$ cat src/rtl/bcd_serial_add_ctrl_pkg.sv
// Shared constants and FSM state type for the digit-serial BCD adder.
// Imported by the adder, the bus interface and the controller.
package bcd_serial_add_ctrl_pkg;

    localparam int         BCD_DIGIT_W   = 4;
    localparam logic [3:0] BCD_MAX_DIGIT = 4'd9;

    typedef enum logic [1:0] {
        IDLE = 2'd0,
        RUN  = 2'd1,
        DONE = 2'd2
    } state_t;

endpackage

$ cat src/rtl/bcd_serial_add_ctrl_if.sv
// Start/result bundle of the serial BCD adder.
// master drives a request, slave is the sequencer.
interface bcd_serial_add_ctrl_if
    import bcd_serial_add_ctrl_pkg::*;
#(
    parameter int DIGITS = 4
);

    logic                          start_i;
    logic [BCD_DIGIT_W*DIGITS-1:0] a_i;
    logic [BCD_DIGIT_W*DIGITS-1:0] b_i;
    logic                          carry_i;
    logic                          ready_o;
    logic                          done_o;
    logic [BCD_DIGIT_W*DIGITS-1:0] sum_o;
    logic                          carry_o;
    logic                          err_o;

    modport master (
        output start_i, a_i, b_i, carry_i,
        input  ready_o, done_o, sum_o, carry_o, err_o
    );

    modport slave (
        input  start_i, a_i, b_i, carry_i,
        output ready_o, done_o, sum_o, carry_o, err_o
    );

endinterface

$ cat src/rtl/bcd_adder.sv
// Single-digit combinational BCD adder with carry in/out.
// Digits >9 still give a deterministic (meaningless) result.
module bcd_adder
    import bcd_serial_add_ctrl_pkg::*;
(
    input  logic [BCD_DIGIT_W-1:0] a_i,
    input  logic [BCD_DIGIT_W-1:0] b_i,
    output logic [BCD_DIGIT_W-1:0] sum_o,
    input  logic                   carry_i,
    output logic                   carry_o
);

    logic [BCD_DIGIT_W:0] raw;

    // Binary add, then +6 correction when the digit overflows 9.
    always_comb begin
        raw     = {1'b0, a_i} + {1'b0, b_i} + {4'd0, carry_i};
        sum_o   = raw[3:0];
        carry_o = 1'b0;
        if (raw > {1'b0, BCD_MAX_DIGIT}) begin
            sum_o   = raw[3:0] + 4'd6;
            carry_o = 1'b1;
        end
    end

endmodule

$ cat src/rtl/bcd_serial_add_ctrl.sv
// Digit-serial N-digit packed-BCD adder: one shared bcd_adder,
// LSD first, carry rippled through a register.
module bcd_serial_add_ctrl
    import bcd_serial_add_ctrl_pkg::*;
#(
    parameter int DIGITS = 4
) (
    input  logic                  clk_i,
    input  logic                  rst_i,
    bcd_serial_add_ctrl_if.slave  bus
);

    localparam int W     = BCD_DIGIT_W * DIGITS;
    localparam int IDX_W = (DIGITS > 1) ? $clog2(DIGITS) : 1;
    localparam logic [IDX_W-1:0] LAST = IDX_W'(DIGITS - 1);

    state_t           state_q, state_d;
    logic [IDX_W-1:0] idx_q;
    logic [W-1:0]     a_q, b_q, sum_q;
    logic             carry_q, carry_out_q;
    logic             err_flag_q, err_q;
    logic             accept, err_next;
    logic [3:0]       a_dig, b_dig, add_sum;
    logic             add_co;

    bcd_adder u_adder (
        .a_i     (a_dig),
        .b_i     (b_dig),
        .sum_o   (add_sum),
        .carry_i (carry_q),
        .carry_o (add_co)
    );

    // State register.
    always_ff @(posedge clk_i) begin
        if (rst_i) state_q <= IDLE;
        else       state_q <= state_d;
    end

    // Next state and handshake outputs.
    always_comb begin
        state_d     = state_q;
        bus.ready_o = 1'b0;
        bus.done_o  = 1'b0;
        accept      = 1'b0;
        unique case (state_q)
            IDLE: begin
                bus.ready_o = 1'b1;
                accept      = bus.start_i;
                if (bus.start_i) state_d = RUN;
            end
            RUN: begin
                if (idx_q == LAST) state_d = DONE;
            end
            DONE: begin
                bus.ready_o = 1'b1;
                bus.done_o  = 1'b1;
                accept      = bus.start_i;
                state_d     = bus.start_i ? RUN : IDLE;
            end
            default: state_d = IDLE;
        endcase
    end

    // Digit select and invalid-digit scan of the incoming operands.
    always_comb begin
        a_dig    = '0;
        b_dig    = '0;
        err_next = 1'b0;
        for (int k = 0; k < DIGITS; k++) begin
            if (idx_q == IDX_W'(k)) begin
                a_dig = a_q[k*BCD_DIGIT_W +: BCD_DIGIT_W];
                b_dig = b_q[k*BCD_DIGIT_W +: BCD_DIGIT_W];
            end
            if (bus.a_i[k*BCD_DIGIT_W +: BCD_DIGIT_W] > BCD_MAX_DIGIT ||
                bus.b_i[k*BCD_DIGIT_W +: BCD_DIGIT_W] > BCD_MAX_DIGIT)
                err_next = 1'b1;
        end
    end

    // Operand latch on accept, one digit written per RUN cycle.
    always_ff @(posedge clk_i) begin
        if (rst_i) begin
            idx_q       <= '0;
            a_q         <= '0;
            b_q         <= '0;
            sum_q       <= '0;
            carry_q     <= 1'b0;
            carry_out_q <= 1'b0;
            err_flag_q  <= 1'b0;
            err_q       <= 1'b0;
        end else if (accept) begin
            a_q        <= bus.a_i;
            b_q        <= bus.b_i;
            carry_q    <= bus.carry_i;
            err_flag_q <= err_next;
            sum_q      <= '0;
            idx_q      <= '0;
        end else if (state_q == RUN) begin
            for (int k = 0; k < DIGITS; k++)
                if (idx_q == IDX_W'(k))
                    sum_q[k*BCD_DIGIT_W +: BCD_DIGIT_W] <= add_sum;
            carry_q <= add_co;
            idx_q   <= idx_q + 1'b1;
            if (idx_q == LAST) begin
                idx_q       <= '0;
                carry_out_q <= add_co;
                err_q       <= err_flag_q;
            end
        end
    end

    assign bus.sum_o   = sum_q;
    assign bus.carry_o = carry_out_q;
    assign bus.err_o   = err_q;

endmodule
$ cat src/flat_wrapper.sv
// flat-port wrapper written by rule: the top's interface ports become plain ports
module bcd_serial_add_ctrl_flat import bcd_serial_add_ctrl_pkg::*;
#(
    parameter int DIGITS = 4
)
  (clk_i, rst_i, bus_start_i, bus_a_i, bus_b_i, bus_carry_i, bus_ready_o, bus_done_o, bus_sum_o, bus_carry_o, bus_err_o);
  bcd_serial_add_ctrl_if #(.DIGITS(DIGITS)) bus_i ();
  input  logic clk_i;
  input  logic rst_i;
  input wire logic [$bits(bus_i.start_i)-1:0] bus_start_i;
  input wire logic [$bits(bus_i.a_i)-1:0] bus_a_i;
  input wire logic [$bits(bus_i.b_i)-1:0] bus_b_i;
  input wire logic [$bits(bus_i.carry_i)-1:0] bus_carry_i;
  output wire logic [$bits(bus_i.ready_o)-1:0] bus_ready_o;
  output wire logic [$bits(bus_i.done_o)-1:0] bus_done_o;
  output wire logic [$bits(bus_i.sum_o)-1:0] bus_sum_o;
  output wire logic [$bits(bus_i.carry_o)-1:0] bus_carry_o;
  output wire logic [$bits(bus_i.err_o)-1:0] bus_err_o;
  assign bus_i.start_i = bus_start_i;
  assign bus_i.a_i = bus_a_i;
  assign bus_i.b_i = bus_b_i;
  assign bus_i.carry_i = bus_carry_i;
  assign bus_ready_o = bus_i.ready_o;
  assign bus_done_o = bus_i.done_o;
  assign bus_sum_o = bus_i.sum_o;
  assign bus_carry_o = bus_i.carry_o;
  assign bus_err_o = bus_i.err_o;
  bcd_serial_add_ctrl #(.DIGITS(DIGITS)) u_core (.clk_i(clk_i), .rst_i(rst_i), .bus(bus_i));
endmodule
$ cat config.mk
export PLATFORM = sky130hd
export DESIGN_NAME = bcd_serial_add_ctrl_flat
export DESIGN_NICKNAME = d
export VERILOG_FILES = /design/src/rtl/bcd_serial_add_ctrl_pkg.sv /design/src/rtl/bcd_serial_add_ctrl_if.sv /design/src/rtl/bcd_adder.sv /design/src/rtl/bcd_serial_add_ctrl.sv /design/src/flat_wrapper.sv
export SDC_FILE = /design/constraint.sdc
export NUM_CORES = 1
export LEC_CHECK = 0
export BUFFER_PORTS_ARGS = -buffer_cell sky130_fd_sc_hd__buf_2
export CAP_MARGIN = 20
export CORE_MARGIN = 3
export CORE_UTILIZATION = 40
export CTS_BUF_LIST = sky130_fd_sc_hd__clkbuf_2 sky130_fd_sc_hd__clkbuf_4 sky130_fd_sc_hd__clkbuf_8
export DETAILED_ROUTE_END_ITERATION = 12
export GPL_TIMING_DRIVEN = 0
export HOLD_SLACK_MARGIN = 0.05
export PLACE_DENSITY = 0.59
export SYNTH_ARGS = -nofsm -noshare
export SYNTH_HDL_FRONTEND = slang
export SYNTH_SLANG_ARGS = --single-unit
$ cat constraint.sdc
create_clock -name clk_i -period 8.42 [get_ports clk_i]
set_clock_uncertainty 0.05 [all_clocks]
set_input_delay 0.842 -clock clk_i [delete_from_list [all_inputs] [get_ports clk_i]]
set_output_delay 0.842 -clock clk_i [all_outputs]
set_load 0.03 [all_outputs]
==> results of run 1 <==
worst min-delay path: stages, from the launching register on:
cell	delay, ns
dfxtp_1	0.32
nand2_1	0.05
a21oi_1	0.05
final cells by class:
| type | count | area (µm²) |
|---|---|---|
| Buffer | 23 | 87.6 |
| Clock buffer | 5 | 68.8 |
| Clock inverter | 2 | 12.5 |
| Fill cell | 652 | 3060 |
| Inverter | 7 | 26.3 |
| Multi-Input combinational cell | 254 | 1380 |
| Sequential cell | 56 | 1120 |
| Tap cell | 75 | 93.8 |
| Timing Repair Buffer | 55 | 275 |
kinds of logic after synthesis:
group,count (synthesis)
adder cells (fa/ha/maj),10
flip-flops,56
multiplexers,4
XOR/XNOR,1
AO/OA/AOI/OAI,112
AND/OR/NAND/NOR,127
buffers and inverters,30
metrics by stage:
stage | hold WS, ns | utilization, %
2_1_floorplan | 0.386 | -
3_3_place_gp | 0.394 | 48.7
3_5_place_dp | 0.397 | 48.7
4_1_cts | 0.411 | 50.0
5_1_grt | 0.427 | 50.0
6_report | 0.411 | 50.0
layout by cell type, fill, tap and decap left out, types with 2 or more instances in the layout:
cell type | synthesis | routed
nor2_1 | 19 | 19
buf_1 | 3 | 3
and2_1 | 4 | 4
and3_1 | 2 | 2
buf_2 | 1 | 56
fa_1 | 2 | 2
a21oi_1 | 71 | 71
nand3_1 | 2 | 2
nand2_1 | 79 | 79
nor2b_1 | 3 | 3
clkbuf_1 | 19 | 19
mux2_2 | 2 | 2
a211oi_1 | 5 | 5
clkbuf_8 | 0 | 5
o21ai_0 | 25 | 25
a21o_1 | 2 | 2
inv_1 | 7 | 7
or3_1 | 2 | 2
ha_1 | 8 | 8
mux2i_1 | 2 | 2
dfxtp_1 | 56 | 56
nand3b_1 | 9 | 9
report_power, final:
part	switching, mW	total [mW]	internal, mW	leakage [nW]
Clock	0.0877	0.144	0.0567	0.0400
Combinational	0.0667	0.111	0.0442	0.757
Sequential	0.00732	0.285	0.277	0.457
registers in the layout (all words and copies together) (netlist names):
register,cells
u_core.state_q,2
u_core.bus.sum_o,16
u_core.a_q,16
u_core.carry_q,1
u_core.bus.carry_o,1
u_core.idx_q,2
u_core.bus.err_o,1
u_core.err_flag_q,1
u_core.b_q,16
path summary, 6_finish.rpt:
path	cells past startpoint	startpoint	endpoint
setup / recovery	16	u_core.idx_q[0]$_SDFFE_PP0P_	u_core.bus.sum_o[9]$_SDFFE_PP0P_
hold / removal	2	u_core.a_q[10]$_SDFFE_PP0P_	u_core.a_q[10]$_SDFFE_PP0P_
setup reg to reg	16	u_core.idx_q[0]$_SDFFE_PP0P_	u_core.bus.sum_o[9]$_SDFFE_PP0P_
hold reg to reg	2	u_core.a_q[10]$_SDFFE_PP0P_	u_core.a_q[10]$_SDFFE_PP0P_
routing by layer:
layer / vias to the layer above / share of wire [%]
met5: - / 0
met4: 0 / 0.74
met3: 5 / 5.2
met2: 51 / 45
met1: 1145 / 49
li1: 1281 / -
==> impl_metrics.csv, run 1 <==
group,metric,value,unit
clock_network,ctsHtreeMaxLevel,2,
synthesis,yosysWarnings,0,
clock_network,worstSkewPairLatency,0.31,ns
detailed_routing,drt_iter0_markers,95,
global_routing,grt_pass1_wl,11000,µm
place,port_buffers,55,
global_routing,grt_pass1_vias,2291,
clock_network,cts_hold_buffers,0,
synthesis,netlist-cell-type-count,38,
critical_path,path_class,"register to register",
global_routing,gr-total-overflow,0,
sta,maxSlewHeadroom,65.0,%
power_and_ir_drop,p_leak,1.25,nW
critical_path,required,8.56,ns
detailed_routing,vias_per_cell,5.20,
synthesis,synth_common_cells,"nand2_1 (79), a21oi_1 (71), dfxtp_1 (56)",
synthesis,synth.area.mux_share,1.63,%
synthesis,synth_most_common_cell,"nand2_1",
sta,final_max_slew_viol_count,0,
sta,max_freq,0.228,GHz
floorplan,die-area,0.00755,mm²
critical_path,cp_data_arrival_time,4.52,ns
detailed_routing,vias,2482,
clock_network,clock-sinks,56,
sta,layout_min_cycle_time,4.38,ns
status,status,"finished, final reports clean",
sta,period_share,52.0,%
synthesis,synth_top_area_share,42.9,%
sta,fin_tns_setup,0,ns
global_routing,grt_usage,18.5,%
detailed_routing,finalWirelength,6650,µm
floorplan,core_area,0.00613,mm²
global_routing,grt_max_degree,17,
sta,setup_viol,0,
critical_path,max_stage_delay,0.46,ns
critical_path,critPathTopFamily,"adder cells",
sta,finalHoldViolCount,0,
floorplan,fp.dieH,86.9,µm
worst_hold_path,hold_path_class,"register to register",
power_and_ir_drop,fin_total_pwr,540,µW
synthesis,synth_ff_type,"dfxtp_1",
synthesis,synth-compound-area-share,23.7,%
detailed_routing,drtPass1Iterations,4,
final_layout,antenna_cells,0,
critical_path,cp-start-kind,"register",
synthesis,synthAdderAreaFrac,5.36,%
floorplan,rows,28,
synthesis,ys_async_sr_fraction,0,%
detailed_routing,ant_nets,0,
sta,rsz0062_at_grt,"false",
power_and_ir_drop,vdd_drop_max,0.0000962,V
synthesis,synth_edf_count,0,
place,dp_cells,470,
final_layout,fin_area,0.00307,mm²
critical_path,worst_path_max_delay_cell,"a221oi_2",
floorplan,dieWidth,86.9,µm
synthesis,synth_xor_area_share,0.335,%
clock_network,post_cts_buffers,0,
synthesis,synth_simple_gate_area_share,21.8,%
clock_network,cts_buffers,5,
clock_network,clk_pin_slew,0.10,ns
clock_network,cts_resized,0,
clock_network,cts_buffer_depth,2,
global_routing,gr-usage-met1,25.7,%
synthesis,synthCells,340,
place,dp_hpwl,5220,µm
place,place_congestion,0.798,
final_layout,area_growth,17.2,%
place,post-place-ws,4.06,ns
critical_path,critical_path_buf_inv_count,4,
floorplan,ios,56,
place,placed_cell_area,0.00299,mm²
global_routing,antenna_found_initial,0,
synthesis,synth_top_area_cell,"dfxtp_1",
synthesis,syn-cell-area,0.00262,mm²
critical_path,crit_chain,"inv_1 -> ha_1 -> clkbuf_1 -> buf_1 -> a21oi_1 -> nor2_1 -> a21oi_1 -> fa_1 -> fa_1 -> xnor2_1 -> inv_1 -> ha_1 -> nand2_1 -> or3b_4 -> a221oi_2 -> a21oi_1",
synthesis,synth.net_count,386,
critical_path,rrSetupSlack,4.04,ns
global_routing,use_met2,29.9,%
synthesis,syn_avg_cell_area,7.69,µm²
critical_path,end_kind,"register",
detailed_routing,drc_errors,0,
synthesis,ys_seq_area_share,42.9,%
synthesis,ys_ff_latch,56,
synthesis,yosys-top-cells-area,"dfxtp_1 (43%), a21oi_1 (14%), nand2_1 (11%)",
critical_path,path_common_cell,"a21oi_1",
clock_network,cts_tree,"done",
critical_path,critPathMaxFanout,10,
sta,tightestPinTransition,0.525,ns
sta,setup_ws,4.04,ns
clock_network,clockRootBuffer,"clkbuf_8",
power_and_ir_drop,power_density,176,mW/mm²
final_layout,layout.nets,448,
final_layout,drive_gt1_share,18.2,%
global_routing,top_usage_layer,"met2",
floorplan,initial_utilization,42.7,%
detailed_routing,routedWlPerCell,13.9,µm
global_routing,use_met3,3.60,%
flow_run,drv_cap,0,
synthesis,synth_top_family_by_area,"compound AO/OA/AOI/OAI gates",
final_layout,fin_cells,477,
Note: power is estimated with default switching activity, not from simulation.
==> run 2, diff against run 1 <==
Clock period 8.42 ns to 4.2 ns, I/O delays scaled along.
==> impl_metrics.csv, run 2 (same netlist as run 1, synthesis figures left out) <==
group,metric,value,unit
clock_network,ctsHtreeMaxLevel,2,
detailed_routing,vias_per_cell,5.19,
critical_path,required,4.34,ns
detailed_routing,drtPass1Iterations,4,
global_routing,gr-total-overflow,0,
clock_network,cts_buffers,5,
power_and_ir_drop,power_density,352,mW/mm²
flow_run,drv_cap,0,
clock_network,cts_hold_buffers,0,
clock_network,clk_pin_slew,0.10,ns
status,status,"finished, final reports clean",
final_layout,layout.nets,446,
global_routing,grt_pass1_wl,11000,µm
sta,final_max_slew_viol_count,0,
sta,hold_ws,0.285,ns
final_layout,area_growth,19.0,%
detailed_routing,drt_iter0_markers,118,
clock_network,clock-sinks,56,
final_layout,final_common_cell,"nand2_1",
detailed_routing,ant_nets,0,
sta,max_freq,0.252,GHz
final_layout,final_cell_mix,"nand2_1 (79), a21oi_1 (71), buf_2 (57), dfxtp_1 (56), o21ai_0 (25)",
worst_hold_path,hold_path_class,"input pin to register",
critical_path,cp-start-kind,"register",
floorplan,core_area,0.00613,mm²
detailed_routing,drc_errors,0,
clock_network,post_cts_buffers,0,
sta,period_share,94.3,%
global_routing,grt_max_degree,17,
floorplan,fp.dieH,86.9,µm
floorplan,initial_utilization,42.7,%
final_layout,drive_gt1_share,20.3,%
clock_network,cts_buffer_depth,2,
critical_path,cp_data_arrival_time,4.10,ns
power_and_ir_drop,vdd_drop_max,0.000192,V
floorplan,die-area,0.00755,mm²
place,dp_hpwl,5220,µm
clock_network,clockRootBuffer,"clkbuf_8",
detailed_routing,routedWlPerCell,14.2,µm
sta,fin_tns_setup,0,ns
critical_path,path_class,"register to register",
critical_path,critPathMaxFanout,10,
sta,rsz0062_at_grt,"false",
sta,maxSlewHeadroom,65.8,%
sta,finalHoldViolCount,0,
global_routing,grt_pass1_vias,2287,
sta,layout_min_cycle_time,3.96,ns
place,place_congestion,0.798,
sta,tightestPinTransition,0.508,ns
power_and_ir_drop,p_leak,1.28,nW
floorplan,rows,28,
global_routing,grt_usage,18.5,%
final_layout,antenna_cells,0,
sta,setup_viol,0,
clock_network,cts_tree,"done",
detailed_routing,finalWirelength,6730,µm
global_routing,antenna_found_initial,0,
floorplan,dieWidth,86.9,µm
floorplan,ios,56,
place,port_buffers,55,
detailed_routing,vias,2464,
clock_network,worstSkewPairLatency,0.31,ns
critical_path,end_kind,"register",
[run 2: changes by cell type in the layout (fill, tap and decap cells not counted), sizes merged]
cell and change:
buf -1, clkbuf -1
[run 2: critical path: stages (launching register included)]
cell      delay (ns)
dfxtp_1         0.36
inv_1           0.13
ha_2            0.29
buf_2           0.25
a21oi_1         0.11
nor2_1          0.13
a21oi_1         0.08
fa_1            0.44
fa_1            0.44
xnor2_2         0.21
inv_1           0.09
ha_1            0.24
nand2_1         0.07
or3b_4          0.42
a221oi_4        0.40
a21oi_1         0.13
[run 2: worst paths after layout]
check,from,cells past startpoint,endpoint,slack (ns)
worst max-delay path,u_core.idx_q[0]$_SDFFE_PP0P_,15,u_core.bus.sum_o[13]$_SDFFE_PP0P_,0.24
worst min-delay path,bus_b_i[4],3,u_core.b_q[4]$_SDFFE_PP0P_,0.29
worst max register to register,u_core.idx_q[0]$_SDFFE_PP0P_,15,u_core.bus.sum_o[13]$_SDFFE_PP0P_,0.24
worst min register to register,u_core.a_q[0]$_SDFFE_PP0P_,2,u_core.a_q[0]$_SDFFE_PP0P_,0.41
[run 2: layer usage]
| metal | wire [µm] | vias to the layer above | GRT usage, % | share of wire [%] |
|---|---|---|---|---|
| li1 | - | 1274 | - | - |
| met1 | 3280 | 1136 | 25.7 | 49 |
| met2 | 3070 | 49 | 29.9 | 46 |
| met3 | 337 | 5 | 3.60 | 5.0 |
| met4 | 49 | 0 | 3.40 | 0.73 |
| met5 | 0 | - | 0 | 0 |
[run 2: timing repair]
action,in CTS,in global routing
pin swaps,0,1
resized for setup,2,12
endpoints found under the setup margin,8,13
[run 2: final cells by class]
type | instances | area, µm²
Buffer | 21 | 87.6
Sequential cell | 56 | 1120
Timing Repair Buffer | 55 | 275
Clock buffer | 5 | 68.8
Inverter | 7 | 26.3
Tap cell | 75 | 93.8
Multi-Input combinational cell | 254 | 1430
Clock inverter | 2 | 12.5
Fill cell | 643 | 3020
[run 2: where the power goes]
group	switching [mW]	leakage [nW]	internal, mW
registers	0.0152	0.457	0.556
clock network	0.174	0.0400	0.114
logic	0.140	0.782	0.0972
[run 2: through the flow]
step	power, mW	setup WS, ns	cell area, µm²	instances	util [%]
after floorplan	0.736	0.490	2620	340	-
after global placement	0.803	-0.106	2990	470	48.7
after detailed placement	0.805	-0.156	2990	470	48.7
after CTS	1.09	0.0408	3070	476	50.0
after global routing	1.15	0.0223	3110	475	50.8
final	1.10	0.238	3110	475	50.8
